### config.mk
export PLATFORM = sky130hd
export DESIGN_NAME = instruction_prefetch_buffer
export DESIGN_NICKNAME = d
export VERILOG_FILES = /design/src/rtl/instruction_prefetch_buffer.sv
export SDC_FILE = /design/constraint.sdc
export NUM_CORES = 1
export LEC_CHECK = 0
export ABC_CLOCK_PERIOD_IN_PS = 2400
export BUFFER_PORTS_ARGS = -buffer_cell sky130_fd_sc_hd__buf_4
export CAP_MARGIN = 20
export CORE_UTILIZATION = 50
export DETAILED_ROUTE_END_ITERATION = 10
export PLACE_DENSITY = 0.8
export SETUP_SLACK_MARGIN = 0.2
export SLEW_MARGIN = 20
export SYNTH_ARGS = -nofsm -noshare
export SYNTH_HDL_FRONTEND = slang
export SYNTH_SLANG_ARGS = --single-unit
### constraint.sdc
create_clock -name Clock -period 2.4 [get_ports Clock]
set_input_delay 0.48 -clock Clock [delete_from_list [all_inputs] [get_ports Clock]]
set_output_delay 0.48 -clock Clock [all_outputs]
set_load 0.01 [all_outputs]
### src/rtl/instruction_prefetch_buffer.sv
// Instruction prefetch queue between the 1-cycle instruction memory and the
// IF/ID register. It owns the fetch PC and issues word reads only when a FIFO
// slot is guaranteed for the returning word. Instructions are buffered with
// their PCs and handed to decode under a valid/ready handshake. A jump flushes
// everything and redirects fetch.
module instruction_prefetch_buffer #(
    parameter int DEPTH      = 4,
    parameter int ADDR_WIDTH = 20,
    parameter int DATA_WIDTH = 20
) (
    input  logic                      Clock,
    input  logic                      Reset,
    input  logic                      JumpEnable,
    input  logic [ADDR_WIDTH-1:0]     JumpAddress,
    output logic                      MemRead,
    output logic [ADDR_WIDTH-1:0]     MemAddress,
    input  logic [DATA_WIDTH-1:0]     MemData,
    output logic [DATA_WIDTH-1:0]     InstrOut,
    output logic [ADDR_WIDTH-1:0]     InstrPC,
    output logic                      InstrValid,
    input  logic                      InstrReady,
    output logic [$clog2(DEPTH):0]    Occupancy
);

    localparam int PTR_W = $clog2(DEPTH);
    localparam int OCC_W = PTR_W + 1;
    localparam logic [OCC_W:0] DEPTH_L = (OCC_W + 1)'(DEPTH);

    typedef enum logic {BOOT, RUN} state_t;

    state_t                  r_state;
    state_t                  w_next_state;
    logic                    w_mem_read;
    logic [ADDR_WIDTH-1:0]   r_pc;
    logic                    r_inflight;
    logic [ADDR_WIDTH-1:0]   r_tag_pc;
    logic [PTR_W-1:0]        r_wr_ptr;
    logic [PTR_W-1:0]        r_rd_ptr;
    logic [OCC_W-1:0]        r_count;
    logic [DATA_WIDTH-1:0]   r_fifo_instr [DEPTH];
    logic [ADDR_WIDTH-1:0]   r_fifo_pc    [DEPTH];
    logic [OCC_W:0]          w_pending;
    logic                    w_push;
    logic                    w_pop;

    // Slots already promised: buffered entries plus the read still in flight.
    assign w_pending = {1'b0, r_count} + {{OCC_W{1'b0}}, r_inflight};
    // A jump squashes the returning word and any pop in the same cycle.
    assign w_push    = r_inflight & ~JumpEnable;
    assign w_pop     = (r_count != '0) & InstrReady & ~JumpEnable;

    // State register: BOOT for exactly one cycle after reset, then RUN.
    always_ff @(posedge Clock or negedge Reset) begin
        if (!Reset) begin
            r_state <= BOOT;
        end else begin
            r_state <= w_next_state;
        end
    end

    // Next state and issue decision; reads are issued only with a free credit.
    always_comb begin
        w_next_state = r_state;
        w_mem_read   = 1'b0;
        case (r_state)
            BOOT: w_next_state = RUN;
            RUN: begin
                w_next_state = RUN;
                if (!JumpEnable && (w_pending < DEPTH_L)) begin
                    w_mem_read = 1'b1;
                end
            end
            default: w_next_state = BOOT;
        endcase
    end

    // Fetch PC, in-flight flag and FIFO bookkeeping; a jump overrides all.
    always_ff @(posedge Clock or negedge Reset) begin
        if (!Reset) begin
            r_pc       <= '0;
            r_inflight <= 1'b0;
            r_wr_ptr   <= '0;
            r_rd_ptr   <= '0;
            r_count    <= '0;
        end else if (JumpEnable) begin
            r_pc       <= JumpAddress;
            r_inflight <= 1'b0;
            r_wr_ptr   <= '0;
            r_rd_ptr   <= '0;
            r_count    <= '0;
        end else begin
            if (w_mem_read) begin
                r_pc <= r_pc + ADDR_WIDTH'(1);
            end
            r_inflight <= w_mem_read;
            if (w_push) begin
                r_wr_ptr <= r_wr_ptr + PTR_W'(1);
            end
            if (w_pop) begin
                r_rd_ptr <= r_rd_ptr + PTR_W'(1);
            end
            case ({w_push, w_pop})
                2'b10:   r_count <= r_count + OCC_W'(1);
                2'b01:   r_count <= r_count - OCC_W'(1);
                default: r_count <= r_count;
            endcase
        end
    end

    // Datapath storage: PC tag of the outstanding read and the FIFO payload.
    always_ff @(posedge Clock) begin
        if (w_mem_read) begin
            r_tag_pc <= r_pc;
        end
        if (w_push) begin
            r_fifo_instr[r_wr_ptr] <= MemData;
            r_fifo_pc[r_wr_ptr]    <= r_tag_pc;
        end
    end

    assign MemRead    = w_mem_read;
    assign MemAddress = r_pc;
    assign InstrValid = (r_count != '0);
    assign InstrOut   = InstrValid ? r_fifo_instr[r_rd_ptr] : '0;
    assign InstrPC    = InstrValid ? r_fifo_pc[r_rd_ptr]    : '0;
    assign Occupancy  = r_count;

endmodule

* Yosys cells after proc, flatten, opt, wreduce, memory -nomap -nowiden
Memory sizes are Yosys's and may differ from the RTL's. Cells that the tools add are included.
Operators by class: add/subtract/negate cells 6, divide/modulo/power cells 0, reduce and logical (&&, ||, !) cells 7, bitwise logic cells 4, shift-type cells 0, multipliers 0, eq/ne operators 2, order comparisons 1, multiplexer cells 15
Operators by type and width (number):
- two-way mux 20 bit | 4
- adder 20 x 1 -> 20 bit (second input constant) | 1
- two-way mux 2 bit | 4
- case mux 3 bit (2 select lines) | 1
- nonzero test 2 bit | 3
- nonzero test 3 bit | 2
- two-way mux 1 bit | 5
- adder 2 x 1 -> 2 bit (second input constant) | 2
- adder 3 x 1 -> 4 bit | 1
- < comparator 4 x 3 -> 1 bit (second input constant) | 1
- adder 3 x 1 -> 3 bit (second input constant) | 1
- AND 1 bit | 3
- two-way mux 3 bit | 1
- subtractor 3 x 1 -> 3 bit (second input constant) | 1
- equality test 2 x 1 -> 1 bit (second input constant) | 1
- equality test 2 bit (second input constant) | 1
- logical AND 1 bit | 1
- zero test 1 bit | 1
- inverter 1 bit | 1
Word-level totals: output and inout bits 65, memory bits (writable) 160, memories kept 2, latch bits 0, input bits 44, flip-flop bits (word level) 49, memory bits (read-only) 0, logic and storage cells 44
Memories:
- r_fifo_instr | words 4, width 20, rd ports 1, clocked after memory_dff 0, wr ports 1, line 40 | logic [DATA_WIDTH-1:0] r_fifo_instr [DEPTH];
- r_fifo_pc | words 4, width 20, rd ports 1, clocked after memory_dff 0, wr ports 1, line 41 | logic [ADDR_WIDTH-1:0] r_fifo_pc [DEPTH];

* Depth between registers and ports, before layout
word-level depth 7, mapped depth 9, mapped depth without buffers 7

* Worst setup path before layout
No wires, ideal clock.
path kind input to register, start point in JumpEnable, end point reg r_count[2] (netlist: Occupancy[2]), library setup time 132 ps, cell stages on the path 9, slack -142 ps, data arrival time 2410 ps, path through clkbuf_1 > buf_1 > buf_1 > nor3_1 > fa_1 > or2_2 > mux2i_1 > xnor2_1 > nor2_1
On the way: longest elaborated chain between the ends 5, elaborated cells on any way between the ends 8
Ends and longest elaborated chain:
- start, declared | line 13 | input logic JumpEnable,
- inverter 1 bit | line 49, 50
- AND 1 bit (on tied branches) | line 50, 49
- equality test 2 x 1 -> 1 bit or equality test 2 bit (tied branches) | line 102 | case ({w_push, w_pop})
- case mux 3 bit (2 select lines) | line 102
- two-way mux 3 bit | line 85 | end else if (JumpEnable) begin
- end signal, assigned | line 103 | 2'b10: r_count <= r_count + OCC_W'(1);
- end signal, assigned | line 104 | 2'b01: r_count <= r_count - OCC_W'(1);
- end signal, assigned | line 105 | default: r_count <= r_count;
- end, declared | line 39 | logic [OCC_W-1:0] r_count;
Parallel ways exist; a longest one is shown, timed or not. A chain may end at the register's enable or synchronous reset.

* Worst setup path after layout
start point reg r_rd_ptr[0], end point out InstrOut[5]
On the way: longest elaborated chain between the ends 2
Ends and longest elaborated chain:
- start, declared | line 38 | logic [PTR_W-1:0] r_rd_ptr;
- start signal, assigned | line 100 | r_rd_ptr <= r_rd_ptr + PTR_W'(1);
- memory read (4 x 20 bit)
- two-way mux 20 bit | line 124 | assign InstrOut = InstrValid ? r_fifo_instr[r_rd_ptr] : '0;
- end, declared | line 18 | output logic [DATA_WIDTH-1:0] InstrOut,
No other way between the ends.

==> impl_metrics.toml <==
[route]
totalWireLength_mm = 17.19
drcViolationCount = 0
antenna_left = 0
drt-met1-wl_mm = 7.087
first_iter_violations = 330
num_vias = 4705
highest_layer = "met4"
dr_wl_met3_mm = 1.306
wl_per_cell_um = 20.81
wl_met2_mm = 8.442
vias_per_cell = 5.696
drtPass1Iterations = 5

[sta]
tightestPinTransition_ns = 0.6540
setup_viol_count_final = 34
fin_skew_ns = 0.006403
period_minus_slack_ns = 2.517
timing.hold.ws_ns = 0.1905
hold_viol = 0
maxSlewViolCount = 0
min_period_over_period_pct = 104.9
rsz0062_at_grt = "yes"
setup_ws_ns = -0.1166
clock.fmax_ghz = 0.3974
maxSlewHeadroom_pct = 56.31

[synth]
synthAdderAreaFrac_pct = 0.9871
synthXorXnorAreaFrac_pct = 0.5235
syn_area_um2 = 8366
synth_top_family_by_area = "multiplexers"
postSynthAreaPerCell_um2 = 18.23
yosys.area_share.simple_pct = 8.525
synth-async-reset-ratio_pct = 13.88
synth_mux_area_share_pct = 11.76
ys_warn_count = 0
yosysSeqAreaShare_pct = 73.29
synth.distinct_cells = 48
synth-edff-count = 180
synth_ff_type = "edfxtp_1"
synthCells = 459
ys_ff_latch = 209
synth_compound_area_share_pct = 3.201
syn_nets = 509

[final_layout]
synthToLayoutAreaGrowth_pct = 27.89
finalNetCount = 647
n_antenna_cell = 0
drive_gt1_share_pct = 43.44
final_cells = 826

[floorplan]
die_x_um = 131.4
rows = 46
io-pin-count = 109
initial_core_util_pct = 51.91
core_area_um2 = 16120
die_area_um2 = 17250
die_h_um = 131.4

[clock_network]
clock-sinks = 209
htreeDepth = 1
clock_path_buffers = 3
cts_made_buffers = 21
clk_latency_ns = 0.49
path_clk_slew_ns = 0.06
cts_tree = "yes"
clock_tree.root_cell = "clkbuf_16"

[setup_path]
start_kind = "register"
r2r_cells = 8
crit_arrival_ns = 2.04
endpoint_kind = "output port"
criticalPathCategory = "reg -> out"
crit_fanout = 7
required_ns = 1.92

[outcome]
violations = "negative setup slack"
status = "finished, violations left"

[grt]
grt_max_degree = 43
grt_overflow = 0
antenna_found_initial = 0
grt_pass1_wl_mm = 26.57
grt_pass1_vias = 4722
track_usage_pct = 19.97

[place]
place.gp.congestion = 0.8780
dp_hpwl_mm = 9.731
placed_cells = 776
port_buffers = 108

[power_and_ir_drop]
power_density_nw_per_um2 = 1043
ir_drop_uv = 692.3
leakagePower_nw = 3.857

[run]
maxCapViolCount = 0

[hold_path]
holdPathStages = 1
hp-class = "in -> reg"
[repair_timing]
item / CTS / global route
gates resized for setup: 90 / 12
endpoints found under the setup margin: 42 / 43
buffers inserted: 9 / 1
endpoints found under the hold margin: 29 / 0
pin swaps: 7 / 1
hold buffers: 1 / 0
cloned: 2 / 1
[per-layer routing]
layer,GRT usage (%),up-vias
li1,-,2097
met2,32.98,224
met5,0,-
met4,5.168,0
met3,4.051,28
met1,27.26,2356
[final timing paths]
kind,start,end,slack (ns)
max,r_rd_ptr[0],InstrOut[5],-0.12
min,MemData[16],r_fifo_instr[2][16],0.19
max in group asynchronous,Reset,Occupancy[2],1.64
min reg2reg,r_tag_pc[9],r_fifo_pc[0][9],0.50
min in group asynchronous,Reset,MemAddress[9],0.45
max reg2reg,Occupancy[1],Occupancy[2],0.34
[placed cells by master, fill, tap and decap left out, drive strengths merged, types with 2 or more instances in the layout]
| cell type | synthesis | final |
|---|---|---|
| xnor2 | 3 | 3 |
| dfrtp | 29 | 29 |
| or3 | 4 | 4 |
| a221o | 8 | 8 |
| a311o | 2 | 2 |
| nand3 | 15 | 15 |
| or4 | 2 | 2 |
| nand2 | 15 | 15 |
| inv | 12 | 12 |
| and2 | 45 | 45 |
| a21oi | 3 | 3 |
| clkinvlp | 0 | 2 |
| o311ai | 3 | 3 |
| edfxtp | 180 | 180 |
| nor3 | 3 | 3 |
| mux2 | 2 | 2 |
| a22oi | 2 | 2 |
| mux4 | 40 | 40 |
| nor2 | 15 | 15 |
| nor2b | 2 | 2 |
| clkbuf | 11 | 28 |
| nand4 | 5 | 5 |
| clkinv | 0 | 6 |
| buf | 12 | 136 |
| and3 | 3 | 3 |
| a31oi | 6 | 6 |
| mux2i | 6 | 6 |
| a32oi | 2 | 2 |
| ha | 5 | 5 |
| nor3b | 3 | 3 |
| nor4 | 6 | 6 |
| xor2 | 2 | 2 |
| o21ai | 4 | 4 |
[cell usage after synthesis, types with 4 or more instances]
| master | number | share of area, % |
|---|---|---|
| nand3_1 | 13 | 0.78 |
| and2_1 | 45 | 3.4 |
| or3_1 | 4 | 0.30 |
| inv_1 | 11 | 0.49 |
| buf_1 | 5 | 0.22 |
| dfrtp_1 | 29 | 8.7 |
| ha_1 | 5 | 0.75 |
| mux2i_1 | 6 | 0.72 |
| nor4_1 | 5 | 0.37 |
| edfxtp_1 | 180 | 65 |
| o21ai_0 | 4 | 0.24 |
| a31oi_1 | 6 | 0.45 |
| clkbuf_1 | 11 | 0.49 |
| mux4_2 | 40 | 11 |
| a221o_1 | 8 | 0.96 |
| buf_2 | 7 | 0.42 |
| nand4_1 | 4 | 0.30 |
| nand2_1 | 15 | 0.67 |
| nor2_1 | 15 | 0.67 |
[flip-flops by register name, indices dropped and copies added (netlist names)]
name and count:
r_tag_pc 20, r_inflight 1, Occupancy 3, r_rd_ptr 2, r_wr_ptr 2, MemAddress 20, r_fifo_instr 80, r_state 1
r_fifo_pc 80
[worst max-delay path, stage by stage, from the launching register on]
cell and delay, ns:
dfrtp_2 0.40, buf_8 0.16, buf_12 0.15, mux4_2 0.53, and2_4 0.18, buf_6 0.11
[logic make-up (layout without fill, tap and decap cells)]
| logic type | count (synthesis) | count (layout) |
|---|---|---|
| xor gates and xnor gates | 5 | 5 |
| and+or+nand+nor | 121 | 121 |
| AOI/OAI and AO/OA | 34 | 34 |
| other | 1 | 1 |
| muxes | 48 | 48 |
| DFF | 209 | 209 |
| buffers and inverters | 35 | 186 |
| adders and majority gates | 6 | 6 |
[cell type report]
type                       instances  area, µm²
timing repair buffer             138       1403
sequential                       209       6138
inverter                          12      50.05
tap                              216      270.3
clock inverter                     9      76.32
fill                            1044       5416
clock buffer                      27      548.0
multi-input combinational        215       2213
[where the power goes]
part           internal (mW)  switching [mW]
combinational           2.18            1.56
clock                   1.72            1.29
sequential              4.21           0.194
[per-stage QoR]
step                      area [µm²]  util (%)  total power, mW  TNS (ns)  setup slack, ns
after floorplan                 8372         -            5.866         0           0.2046
after global placement          9567     59.36            7.116         0           0.4170
after detailed placement        9567     59.36            7.180         0           0.3731
after CTS                      10630     65.93            11.09    -2.491          -0.1254
after global routing           10700     66.39            11.63    -4.405          -0.1699
final                          10700     66.39            11.16    -2.032          -0.1166
(Power assumes the default switching activity.)
